$ cat src/rtl/audio_mixer_dsm.sv
// N-channel time-multiplexed audio mixer with per-channel gain, saturating PCM output
// and a selectable 1st/2nd-order 1-bit delta-sigma DAC.
module audio_mixer_dsm #(
    parameter int unsigned NCH      = 8,
    parameter int unsigned IN_W     = 10,
    parameter int unsigned GAIN_W   = 4,
    parameter int unsigned OUT_W    = 16,
    parameter int unsigned GAIN_RST = 8
) (
    input  logic                clk,
    input  logic                reset_n,
    input  logic [NCH*IN_W-1:0] ch_in,
    input  logic                wr,
    input  logic [3:0]          adr,
    input  logic [7:0]          din,
    output logic [OUT_W-1:0]    pcm_out,
    output logic                sample_stb,
    output logic                dac_out
);

    localparam int unsigned IDX_W  = (NCH > 1) ? $clog2(NCH) : 1;
    localparam int unsigned PROD_W = IN_W + GAIN_W;
    localparam int unsigned ACC_W  = PROD_W + $clog2(NCH + 1);
    localparam int unsigned SUM_W  = (ACC_W > OUT_W) ? ACC_W : OUT_W + 1;
    localparam int unsigned INT_W  = OUT_W + 4;

    localparam logic [IDX_W-1:0] LAST_IDX = IDX_W'(NCH - 1);
    localparam logic [4:0]       NCH_L    = 5'(NCH);

    // Control registers
    logic [GAIN_W-1:0] gain [NCH];
    logic              mute;
    logic              order;

    // Sequencer state
    logic [IDX_W-1:0]  ch_idx;
    logic [ACC_W-1:0]  acc;

    // Modulator state
    logic [OUT_W-1:0]        fbk;
    logic signed [INT_W-1:0] i1;
    logic signed [INT_W-1:0] i2;

    logic [IN_W-1:0]   ch_arr [NCH];
    logic [IN_W-1:0]   ch_sel;
    logic [GAIN_W-1:0] gain_sel;
    logic [PROD_W-1:0] prod;
    logic [SUM_W-1:0]  frame_sum;
    logic [OUT_W-1:0]  frame_sat;
    logic              frame_end;

    logic gain_wr;
    logic ctrl_wr;
    logic order_chg;
    logic unused_din;

    logic [OUT_W-1:0]        dsm_x;
    logic [OUT_W:0]          fo_sum;
    logic signed [INT_W-1:0] q;
    logic signed [INT_W-1:0] i1_nxt;
    logic signed [INT_W-1:0] i2_nxt;

    for (genvar k = 0; k < NCH; k++) begin : g_unpack
        assign ch_arr[k] = ch_in[k*IN_W +: IN_W];
    end

    assign unused_din = ^din;

    always_comb begin
        ch_sel    = ch_arr[ch_idx];
        gain_sel  = gain[ch_idx];
        prod      = PROD_W'(ch_sel) * PROD_W'(gain_sel);
        frame_sum = SUM_W'(acc) + SUM_W'(prod);
        frame_sat = (|frame_sum[SUM_W-1:OUT_W]) ? '1 : frame_sum[OUT_W-1:0];
        frame_end = (ch_idx == LAST_IDX);
    end

    always_comb begin
        gain_wr   = wr && ({1'b0, adr} < NCH_L);
        ctrl_wr   = wr && (adr == 4'hF);
        order_chg = ctrl_wr && (din[1] != order);
    end

    // Mute gates the modulator input directly so silence is immediate, not next frame.
    always_comb begin
        dsm_x  = mute ? '0 : pcm_out;
        fo_sum = {1'b0, dsm_x} + {1'b0, fbk};
        q      = dac_out ? $signed({4'b0000, {OUT_W{1'b1}}}) : '0;
        i1_nxt = i1 + $signed({4'b0000, dsm_x}) - q;
        // Second integrator takes the freshly updated first integrator: NTF = (1 - z^-1)^2.
        i2_nxt = i2 + i1_nxt - q;
    end

    always_ff @(posedge clk) begin
        if (!reset_n) begin
            for (int unsigned k = 0; k < NCH; k++) begin
                gain[k] <= GAIN_W'(GAIN_RST);
            end
            mute  <= 1'b0;
            order <= 1'b0;
        end else begin
            if (gain_wr) begin
                gain[adr[IDX_W-1:0]] <= din[GAIN_W-1:0];
            end
            if (ctrl_wr) begin
                mute  <= din[0];
                order <= din[1];
            end
        end
    end

    always_ff @(posedge clk) begin
        if (!reset_n) begin
            ch_idx     <= '0;
            acc        <= '0;
            pcm_out    <= '0;
            sample_stb <= 1'b0;
        end else begin
            sample_stb <= frame_end;
            if (frame_end) begin
                ch_idx  <= '0;
                acc     <= '0;
                pcm_out <= mute ? '0 : frame_sat;
            end else begin
                ch_idx <= ch_idx + 1'b1;
                acc    <= ACC_W'(frame_sum);
            end
        end
    end

    always_ff @(posedge clk) begin
        if (!reset_n) begin
            fbk     <= '0;
            i1      <= '0;
            i2      <= '0;
            dac_out <= 1'b0;
        end else if (order_chg) begin
            fbk     <= '0;
            i1      <= '0;
            i2      <= '0;
            dac_out <= 1'b0;
        end else if (order) begin
            i1      <= i1_nxt;
            i2      <= i2_nxt;
            dac_out <= ~i2_nxt[INT_W-1];
        end else begin
            fbk     <= fo_sum[OUT_W-1:0];
            dac_out <= fo_sum[OUT_W];
        end
    end

endmodule

$ cat config.mk
export PLATFORM = sky130hd
export DESIGN_NAME = audio_mixer_dsm
export DESIGN_NICKNAME = d
export VERILOG_FILES = /design/src/rtl/audio_mixer_dsm.sv
export SDC_FILE = /design/constraint.sdc
export NUM_CORES = 1
export LEC_CHECK = 0
export BUFFER_PORTS_ARGS = -buffer_cell sky130_fd_sc_hd__buf_2
export CORE_ASPECT_RATIO = 2
export CORE_MARGIN = 2
export CORE_UTILIZATION = 60
export DETAILED_ROUTE_END_ITERATION = 8
export PLACE_DENSITY = 0.91
export RECOVER_POWER = 25
export SKIP_CTS_REPAIR_TIMING = 1
export SYNTH_ARGS = -nofsm -noshare
export SYNTH_HDL_FRONTEND = slang
export SYNTH_SLANG_ARGS = --single-unit
$ cat constraint.sdc
create_clock -name clk -period 8 [get_ports clk]
set_input_delay 0.8 -clock clk [delete_from_list [all_inputs] [get_ports clk]]
set_output_delay 0.8 -clock clk [all_outputs]
set_load 0.02 [all_outputs]
==> results.toml <==
[synthesis]
synth_area_leaders = "dfxtp_1 19%, fa_1 12%, ha_1 10%"
yosys.area.top_type = "dfxtp_1"
synth_edf_count = 32
syn-cell-area_um2 = 10400
synth_nets = 1396
synth-seq-area-share = 0.278
yosysWarnings = 0
synthSimpleGateAreaFrac = 0.159
avgSynthCellArea_um2 = 9.03
synth-adder-area-share = 0.217
ys_types = 57
syn_inst = 1156
synth_top_family_by_area = "adder cells"
synth_xor_area_frac = 0.0529
synth.top_cell.area_share = 0.186
synth_top_flop_cell = "dfxtp_1"
synth-seq-cells = 129
synth.area.mux_share = 0.0971
async_flop_share = 0
synth-compound-area-share = 0.116

[sta]
slew_headroom = -0.261
slew_violations = 36
skew_ps = 9.30
hold_slack_ps = 462
hold_violations = 0
fmax_ghz = 0.146
period_needed_ps = 6850
setup_tns_ps = 0
tightest_slew_ps = 1890
finalCritPeriodShare = 0.857
rsz0062_at_grt = "false"
setup_viol = 0
setup_ws_ps = 1150

[placed_design]
post-place-ws_ps = 1260
hpwl_mm = 18.9
io_buffers = 108
gp_congestion = 0.876

[worst_hold_path]
hold_depth = 2
min-delay-start = "i2[12]"
whs_endpoint = "i2[12]"
hold_class = "flip-flop to flip-flop"

[setup_path]
ff2ff_path_depth = 18
worstReg2RegEnd = "pcm_out[9]"
critical_path_class = "flip-flop to flip-flop"
worstPathArrival_ps = 7190
cp_common_cell = "fa_1"
crit_path_end_kind = "flip-flop"
worstPathCellList = "mux4_2 -> mux2i_1 -> nor2_1 -> fa_1 -> fa_1 -> inv_1 -> fa_1 -> inv_1 -> ha_1 -> a21oi_2 -> nor2b_1 -> or4b_4 -> a211oi_1 -> o21bai_1 -> and2_4 -> a31oi_4 -> nor2_1 -> o21ai_0"
critPathMaxStageDelay_ps = 970
critPathMaxFanout = 30
worst_setup_path_start_kind = "flip-flop"
crit_required_ps = 8330
reg2reg_slack_ps = 1150
crit_slowest_cell = "dfxtp_2"
worst_r2r_startpoint = "ch_idx[0]"

[clock_tree]
cts_root_buf = "clkbuf_16"
htreeDepth = 4
numCtsBuffers = 17
clk_pin_slew_ps = 70
cts_tree = "done"
clockBufferDepth = 2
clock_sink_count = 129
worstSkewPairLatency_ps = 430

[layout]
final_layout_size_suffix_gt1_frac = 0.137
num-fill-cells = 1215
syn_to_final_growth_pct = 12.5
nNetsFinal = 1498
fin_util = 0.683

[global_route]
gr-usage-all-layers = 0.279
grt_pass1_vias = 9387
antenna_found_initial = 1
grt_max_degree = 52
grt_overflow = 0
grt_pass1_wl_mm = 41.4

[detailed_routing]
drc = 0
routed_wl_mm = 25.0
routedWlPerCell_um = 16.9
ant_nets = 0
drtPass1Iterations = 5
vias = 8650
drtIter0Drc = 491
viasPerCell = 5.84

[run_status]
failed_checks = "max-capacitance violations, max-slew violations"
status = "finished, violations left"

[pwr]
peakVddDrop_mv = 0.239
leakagePower_nw = 5.28
p_per_area_nw_per_um2 = 306

[die]
dieHeight_um = 190
initial_core_util = 0.607
core.rowCount = 68
core_um2 = 17200
die_x_um = 97.2
io_pins = 113
die_area_um2 = 18500

[flow_run]
drv_cap = 1
## synthesized netlist by cell type, drive strengths merged (23+ instances only)
cell	number
edfxtp	32
mux4	28
nor2	117
a21oi	61
and2	52
o21ai	63
clkbuf	23
xnor2	43
dfxtp	97
mux2i	36
fa	60
ha	85
nand2	56
nand2b	30
inv	187
## metrics by stage
stage	cell area, um^2	std cells	power [mW]
3_5_place_dp	11200	1449	2.72
5_1_grt	11700	1482	3.85
4_1_cts	11800	1481	3.57
3_3_place_gp	11200	1449	2.63
2_1_floorplan	10400	1156	2.31
6_report	11700	1482	3.59
## how the worst max path moves through the flow
stage / startpoint / endpoint / slack, ps / cells after the start
floorplan: dac_out / i2[19] / 1700 / 24
global placement: ch_idx[0] / pcm_out[9] / 1460 / 18
detailed placement: ch_idx[0] / pcm_out[10] / 1260 / 18
CTS: ch_idx[0] / pcm_out[9] / 1170 / 18
global route: ch_idx[0] / pcm_out[9] / 680 / 18
finish: ch_idx[0] / pcm_out[9] / 1150 / 18
## layout make-up
class / instances / area, um^2 / area share
multi-input combinational: 808 / 6700 / 0.570
sequential: 129 / 2910 / 0.248
inverter: 188 / 706 / 0.0601
timing repair buffer: 114 / 558 / 0.0475
clock buffer: 17 / 425 / 0.0362
tap: 210 / 263 / 0.0224
clock inverter: 15 / 183 / 0.0156
antenna: 1 / 2.50 / 0.000213
## worst max-delay path, delay by kind of cell, from the launching register on
family / cells / cell delay [ps]
compound gates: 5 / 1260
fa+ha+maj: 4 / 1940
buf+inv: 2 / 90
flops: 1 / 970
mux: 2 / 1360
simple gates: 5 / 1110
## report_power, final
part | switching [mW] | internal, mW | leakage [nW] | total, mW
Combinational | 1.16 | 0.868 | 3.88 | 2.03
Clock | 0.363 | 0.452 | 0.302 | 0.815
Sequential | 0.0253 | 0.720 | 1.10 | 0.746
## registers in the layout, summed over array words and instances (netlist names)
name        cells
i1             20
sample_stb      1
pcm_out        16
dac_out         1
gain           32
fbk            16
i2             20
ch_idx          3
acc            18
mute            1
order           1
## cell usage in the layout, fill, tap and decap left out, types with 20 or more instances in the layout
master,count
inv_1,187
nor2_1,117
dfxtp_1,94
buf_2,89
ha_1,85
a21oi_1,60
fa_1,60
nand2_1,56
o21ai_0,51
xnor2_1,43
mux2i_1,36
and2_1,35
edfxtp_1,32
nand2b_1,30
mux4_2,28
xor2_1,20
clkbuf_1,20
## cell families after synthesis
group,after synthesis
buffers and inverters,219
muxes,66
and+or+nand+nor,337
DFF,129
adders and majority gates,145
xor gates and xnor gates,63
AOI/OAI and AO/OA,197
## per-layer routing
metal | track usage | up-vias | routed length, um
met5 | 0 | - | 0
met4 | 0.174 | 0 | 1530
met3 | 0.0433 | 120 | 1160
met2 | 0.557 | 355 | 14100
met1 | 0.254 | 4114 | 8230
li1 | - | 4061 | -
(Power assumes the default switching activity.)
